$ cat src/rtl/fetch_stage_if.sv
// fetch_stage_if: bundles the instruction-memory request/response and the
// fetch-bundle/redirect signals between the fetch stage and its neighbours.
//   master : fetch stage side (drives imem request and fetch bundle)
//   slave  : environment side (memory, dispatch, execute)
interface fetch_stage_if;
    logic        imem_ren;
    logic [31:0] imem_addr;
    logic        ihit;
    logic [31:0] imem_load;
    logic        freeze;
    logic        jump;
    logic [31:0] jump_target;
    logic        branch_miss;
    logic [31:0] branch_target;
    logic        fetch_valid;
    logic [31:0] fetch_instr;
    logic [31:0] fetch_pc;

    modport master (
        output imem_ren, imem_addr, fetch_valid, fetch_instr, fetch_pc,
        input  ihit, imem_load, freeze, jump, jump_target, branch_miss, branch_target
    );

    modport slave (
        input  imem_ren, imem_addr, fetch_valid, fetch_instr, fetch_pc,
        output ihit, imem_load, freeze, jump, jump_target, branch_miss, branch_target
    );
endinterface

$ cat src/rtl/fetch_stage.sv
// fetch_stage: instruction fetch. Holds the PC, issues one outstanding read
// at a time and buffers returned words in a QDEPTH-entry circular queue whose
// head is the fetch bundle for dispatch. branch_miss / jump flush the queue
// and restart fetch at the target (branch_miss wins).
// Ports:
//   CLK, RST           clock, synchronous active-high reset
//   bus (master)       imem_ren/imem_addr/ihit/imem_load memory side,
//                      freeze/jump/jump_target dispatch side,
//                      branch_miss/branch_target execute side,
//                      fetch_valid/fetch_instr/fetch_pc fetch bundle
//   perf_fetched/perf_stall/perf_flush  saturating counters, present only
//                      when FETCH_PERF_CNT_EN is defined
module fetch_stage #(
    parameter logic [31:0] RESET_PC = 32'h0000_0000,
    parameter int          QDEPTH   = 4
) (
    input  logic          CLK,
    input  logic          RST,
    fetch_stage_if.master bus
`ifdef FETCH_PERF_CNT_EN
    ,
    output logic [31:0]   perf_fetched,
    output logic [31:0]   perf_stall,
    output logic [15:0]   perf_flush
`endif
);
    localparam int            PW    = $clog2(QDEPTH);
    localparam logic [PW:0]   QFULL = (PW+1)'(QDEPTH);

    typedef struct packed {
        logic [31:0] pc;
        logic [31:0] instr;
    } entry_t;

    entry_t          q [QDEPTH];
    logic [PW-1:0]   rd_ptr, wr_ptr;
    logic [PW:0]     count;
    logic [31:0]     pc;

    logic            redirect, enq, deq;
    logic [31:0]     target;

    assign redirect = bus.branch_miss || bus.jump;
    assign target   = bus.branch_miss ? bus.branch_target : bus.jump_target;

    // Request drops while full or redirecting; the memory sees that as an
    // abandoned request, so any same-cycle ihit is ignored.
    assign bus.imem_ren  = (count != QFULL) && !redirect && !RST;
    assign bus.imem_addr = pc;

    assign bus.fetch_valid = (count != '0) && !redirect && !RST;
    assign bus.fetch_instr = q[rd_ptr].instr;
    assign bus.fetch_pc    = q[rd_ptr].pc;

    assign enq = bus.imem_ren && bus.ihit;
    assign deq = bus.fetch_valid && !bus.freeze;

    always_ff @(posedge CLK) begin
        if (RST) begin
            pc     <= {RESET_PC[31:2], 2'b00};
            count  <= '0;
            rd_ptr <= '0;
            wr_ptr <= '0;
            for (int i = 0; i < QDEPTH; i++) q[i] <= '0;
        end else if (redirect) begin
            pc     <= {target[31:2], 2'b00};
            count  <= '0;
            rd_ptr <= '0;
            wr_ptr <= '0;
        end else begin
            if (enq) begin
                q[wr_ptr] <= '{pc: pc, instr: bus.imem_load};
                wr_ptr    <= wr_ptr + 1'b1;
                pc        <= pc + 32'd4;
            end
            if (deq) rd_ptr <= rd_ptr + 1'b1;
            case ({enq, deq})
                2'b10:   count <= count + 1'b1;
                2'b01:   count <= count - 1'b1;
                default: count <= count;
            endcase
        end
    end

`ifdef FETCH_PERF_CNT_EN
    always_ff @(posedge CLK) begin
        if (RST) begin
            perf_fetched <= '0;
            perf_stall   <= '0;
            perf_flush   <= '0;
        end else begin
            if (enq && perf_fetched != '1)
                perf_fetched <= perf_fetched + 1'b1;
            if (bus.imem_ren && !bus.ihit && perf_stall != '1)
                perf_stall <= perf_stall + 1'b1;
            if (redirect && perf_flush != '1)
                perf_flush <= perf_flush + 1'b1;
        end
    end
`endif
endmodule

$ cat src/flat_wrapper.sv
// flat-port wrapper written by rule: the top's interface ports become plain ports
module fetch_stage_flat 
#(
    parameter logic [31:0] RESET_PC = 32'h0000_0000,
    parameter int          QDEPTH   = 4
)
  (CLK, RST, bus_imem_ren, bus_imem_addr, bus_fetch_valid, bus_fetch_instr, bus_fetch_pc, bus_ihit, bus_imem_load, bus_freeze, bus_jump, bus_jump_target, bus_branch_miss, bus_branch_target);
  fetch_stage_if bus_i ();
  input  logic CLK;
  input  logic RST;
  output wire logic [$bits(bus_i.imem_ren)-1:0] bus_imem_ren;
  output wire logic [$bits(bus_i.imem_addr)-1:0] bus_imem_addr;
  output wire logic [$bits(bus_i.fetch_valid)-1:0] bus_fetch_valid;
  output wire logic [$bits(bus_i.fetch_instr)-1:0] bus_fetch_instr;
  output wire logic [$bits(bus_i.fetch_pc)-1:0] bus_fetch_pc;
  input wire logic [$bits(bus_i.ihit)-1:0] bus_ihit;
  input wire logic [$bits(bus_i.imem_load)-1:0] bus_imem_load;
  input wire logic [$bits(bus_i.freeze)-1:0] bus_freeze;
  input wire logic [$bits(bus_i.jump)-1:0] bus_jump;
  input wire logic [$bits(bus_i.jump_target)-1:0] bus_jump_target;
  input wire logic [$bits(bus_i.branch_miss)-1:0] bus_branch_miss;
  input wire logic [$bits(bus_i.branch_target)-1:0] bus_branch_target;
  assign bus_imem_ren = bus_i.imem_ren;
  assign bus_imem_addr = bus_i.imem_addr;
  assign bus_fetch_valid = bus_i.fetch_valid;
  assign bus_fetch_instr = bus_i.fetch_instr;
  assign bus_fetch_pc = bus_i.fetch_pc;
  assign bus_i.ihit = bus_ihit;
  assign bus_i.imem_load = bus_imem_load;
  assign bus_i.freeze = bus_freeze;
  assign bus_i.jump = bus_jump;
  assign bus_i.jump_target = bus_jump_target;
  assign bus_i.branch_miss = bus_branch_miss;
  assign bus_i.branch_target = bus_branch_target;
  fetch_stage #(.RESET_PC(RESET_PC), .QDEPTH(QDEPTH)) u_core (.CLK(CLK), .RST(RST), .bus(bus_i));
endmodule
$ cat config.mk
export PLATFORM = sky130hd
export DESIGN_NAME = fetch_stage_flat
export DESIGN_NICKNAME = d
export VERILOG_FILES = /design/src/rtl/fetch_stage_if.sv /design/src/rtl/fetch_stage.sv /design/src/flat_wrapper.sv
export SDC_FILE = /design/constraint.sdc
export NUM_CORES = 1
export LEC_CHECK = 0
export ABC_AREA = 1
export BUFFER_PORTS_ARGS = -buffer_cell sky130_fd_sc_hd__buf_4
export CAP_MARGIN = 20
export CORE_ASPECT_RATIO = 1.1
export CORE_MARGIN = 3
export CORE_UTILIZATION = 60
export CTS_CLUSTER_DIAMETER = 50
export DETAILED_ROUTE_END_ITERATION = 10
export PLACE_DENSITY_LB_ADDON = 0.15
export SYNTH_ARGS = -nofsm -noshare
export SYNTH_HDL_FRONTEND = slang
export SYNTH_SLANG_ARGS = --single-unit
$ cat constraint.sdc
create_clock -name CLK -period 7.2 [get_ports CLK]
set_clock_uncertainty 0.1 [all_clocks]
set_input_delay 0.36 -clock CLK [delete_from_list [all_inputs] [get_ports CLK]]
set_output_delay 0.36 -clock CLK [all_outputs]
set_load 0.01 [all_outputs]
* Word-level counts from Yosys, hierarchy flattened
Memory sizes are Yosys's and may differ from the RTL's. A register that Yosys moved wholly into a read port is not among the register bits.
Index checks and enable logic that the tools add are counted.
** Cells by class
- Add/subtract/negate cells :: 5
- Multiply operators :: 0
- Div/mod/pow operators :: 0
- Magnitude comparators :: 0
- Eq/ne operators :: 3
- Shift-type cells :: 0
- Mux-type cells :: 15
- Bitwise operators :: 0
- Reduce and logical (&&, ||, !) cells :: 15
** Operators by type and width (count)
- $mux W32 :: 3
- $mux W64 :: 1
- $reduce_or A64 Y1 :: 1
- $add A32 B3 Y32 const B :: 1
- $mux W1 :: 7
- $logic_and A1 B1 Y1 :: 6
- $mux W2 :: 3
- $pmux W3 S2 :: 1
- $add A2 B1 Y2 const B :: 2
- $reduce_bool A2 Y1 :: 2
- $add A3 B1 Y3 const B :: 1
- $logic_not A1 Y1 :: 3
- $ne A3 B3 Y1 const B :: 1
- $reduce_bool A3 Y1 :: 1
- $sub A3 B1 Y3 const B :: 1
- $eq A2 B1 Y1 const B :: 1
- $eq A2 B2 Y1 const B :: 1
- $reduce_or A2 Y1 :: 1
- $logic_or A1 B1 Y1 :: 1
** Storage, ports and cells
- Bits in registers :: 39
- Bits in latches :: 0
- Memory bits (writable) :: 256
- Memory bits (read-only) :: 0
- Input bits :: 102
- Output and inout bits :: 98
- Memories :: 1
** Memory list
- u_core.q :: words 4, bits a word 64, rd ports 1, clocked after memory_dff 1, write ports 4, RTL line fetch_stage.sv:35 : entry_t q [QDEPTH];

* Depth between registers and ports, before layout
- Depth after elaboration :: 11
- Gate-level depth with buffers :: 13

* Least setup slack after synthesis
No wires, ideal clock.
- Path kind :: input -> register
- Start point :: input bus_jump
- End point :: memory u_core.q[3][0] (netlist bit), enable pin
- Arrival :: 4.044 ns
- Path slack :: 2.554 ns
- Cell stages on the path :: 8
- Cell sequence :: inv_1 -> nand2_1 -> nor2_2 -> nand3_2 -> buf_2 -> inv_2 -> nand2_1 -> a21oi_1
** RTL lines
- from (decl) :: RTL line flat_wrapper.sv:19 : input wire logic [$bits(bus_i.jump)-1:0] bus_jump;
- to (decl) :: RTL line fetch_stage.sv:35

==> flow_summary.yaml <==
detailed_routing:
  avgRoutedWirePerCell_um: 17.7
  post-route-drc-count: 0
  viasPerCell: 5.72
  first_iter_violations: 920
  ant_nets: 0
  num_vias: 10400
  routed_wl_mm: 32.1
  drt-pass1-iter-count: 5
critical_path:
  worstSetupEndpointType: "register"
  r2r_cells: 8
  crit_top_cell: "buf_4"
  arrival_ns: 3.57
  cp-start-kind: "register"
  cp.required_ns: 7.14
  r2r-start: "u_core.count[0]"
  path_max_fanout: 67
  path_class: "reg2reg"
  r2r-end: "u_core.q[2][14]"
  cp_slowest_stage_delay_ns: 0.74
  rrSetupSlack_ns: 3.56
  cp_cell_sequence: "inv_1 -> nand3_1 -> nand3_2 -> buf_4 -> nor2_1 -> nand2_2 -> buf_4 -> nand2_4"
  worst_path_max_delay_cell: "nand2_4"
grt:
  antenna_found_initial: 0
  grt_max_degree: 99
  globalRouteOverflowTotal: 0
  grt_pass1_vias: 10100
  grtUsageTotal_pct: 26.5
  grt_first_pass_wirelength_mm: 50.7
cts:
  htree_levels: 1
  cts-hold-fix-buffers: 1
  ctsLongestPathBuffers: 3
  cts_resized: 0
  cts_made_buffers: 29
  clock_sinks: 287
  clk_latency_ns: 0.53
  clkTransAtPathRegs_ns: 0.06
  postCtsSetupBuffers: 0
  cts_root_buf: "clkbuf_16"
  cts_tree: "built"
cells_and_area:
  final_cell_mix: "nor2_1 (430), edfxtp_1 (248), buf_4 (201)"
  seqCellArea_mm2: 0.00823
  drive_gt1_share_pct: 17.7
  n_antenna_cell: 0
  multi_input_area_mm2: 0.00411
  nFillCells: 1558
  nets: 1612
  final_common_cell: "nor2_1"
  area_growth_pct: 19.6
logic_synthesis:
  synth-seq-cells: 287
  yosysTopAreaCell: "edfxtp_1"
  yosysWarnings: 0
  synth_area_mm2: 0.0130
  synth_cell_types: 30
  synth_cells: 1355
  yosys-top-cells-area: "edfxtp_1 (57%), nor2_1 (12%), o21ai_0 (6.5%)"
  synth_top_area_share_pct: 57.3
  yosysSeqAreaShare_pct: 63.3
  synth.avg_cell_area_um2: 9.59
floorplanning:
  die_w_um: 146
  rows: 55
  coreArea_mm2: 0.0209
  die_y_um: 160
  die-area_mm2: 0.0235
  boundaryPins: 200
  start_util_pct: 62.1
placement:
  portBuffers: 191
  gp_congestion: 0.889
  dp_hpwl_mm: 18.2
job:
  drv_cap: 0
pwr:
  power.density_mw_per_mm2: 236
  p_leak_nw: 6.21
  total_power_mw: 3.66
  irDropWorstVdd_uv: 158
timing:
  setup_viol: 0
  slew_violations: 0
  tns_ns: 0
  fin_crit_sh_pct: 50.5
  max_freq_ghz: 0.275
  worst_slew_pin_slew_ns: 1.01
  rsz0062_at_grt: "no"
  relSlewSlack_pct: 32.7
  timing.final.hold_violations: 0
  fin_crit_ns: 3.64
hold_path:
  whs_path_depth: 3
  hp-start: "bus_jump_target[3]"
  hold_path.class: "in2reg"
  whs_endpoint: "u_core.bus.imem_addr[3]"
outcome:
  status: "finished clean"
[cells in the mapped netlist, drive strengths merged]
master,count
nand3,45
or2,1
nor2,436
a22oi,10
edfxtp,248
o21ai,170
dfxtp,39
conb,1
clkbuf,43
and2,1
ha,2
a22o,19
a21oi,33
inv,88
nand2,99
o211ai,1
nor3,3
fa,1
nand3b,1
o221ai,1
a31oi,8
buf,43
o22ai,62
[metal layers]
metal / vias up / part of all wire [%] / GRT usage, %
li1: 4939 / - / -
met1: 4877 / 39 / 34.3
met2: 509 / 50 / 46.5
met3: 49 / 9.2 / 4.71
met4: 0 / 2.1 / 7.36
met5: - / 0 / 0
[critical path, delay by kind of cell (launching register included)]
family / cells / cell delay [ns]
simple gates: 5 / 1.21
flops: 1 / 0.33
buf+inv: 3 / 1.45
[final cells by class]
class	count	share of cell area (%)
Clock buffer	33	4.77
Tap cell	285	2.30
Multi-Input combinational cell	897	26.5
Sequential cell	287	53.0
Clock inverter	19	1.34
Inverter	88	2.13
Timing Repair Buffer	204	10.0
[kinds of logic after synthesis]
kind of cell	share of synthesized area [%]
adders and majority gates	0.347
and+or+nand+nor	17.7
AOI/OAI and AO/OA	13.2
DFF	63.3
other	0.0289
buffers and inverters	5.45
[power breakdown]
part           switching (mW)  internal, mW  leakage, nW
clock network           0.611         0.883        0.459
registers              0.0354          1.87         2.88
logic                   0.156         0.104         2.87
[state kept, by name, indices dropped and copies added, names as in the netlist, named ones only]
name                  count
u_core.bus.imem_addr     30
u_core.count              3
u_core.q                248
u_core.rd_ptr             2
u_core.wr_ptr             2
[stage by stage]
step                hold slack [ns]  setup WS (ns)  util [%]  std cells  instance area, um2
global placement              0.355           3.19      69.5       1758               14500
finish                       0.0230           3.56      74.2       1813               15500
detailed placement            0.363           3.18      69.5       1758               14500
global route                 0.0293           3.31      74.2       1813               15500
floorplan                     0.336           2.55         -       1358               13000
CTS                          0.0109           3.52      74.1       1811               15500
[how the worst max path moves through the flow]
stage,start,slack (ns),endpoint,cells past startpoint
after global routing,u_core.count[0],3.31,u_core.q[2][29],8
after CTS,u_core.count[0],3.52,u_core.q[2][29],8
final,u_core.count[0],3.56,u_core.q[2][14],8
after floorplan,bus_jump,2.55,u_core.q[3][0],8
after global placement,bus_branch_miss,3.19,u_core.q[2][25],10
after detailed placement,bus_branch_miss,3.18,u_core.q[2][27],10
(Power assumes the default switching activity.)
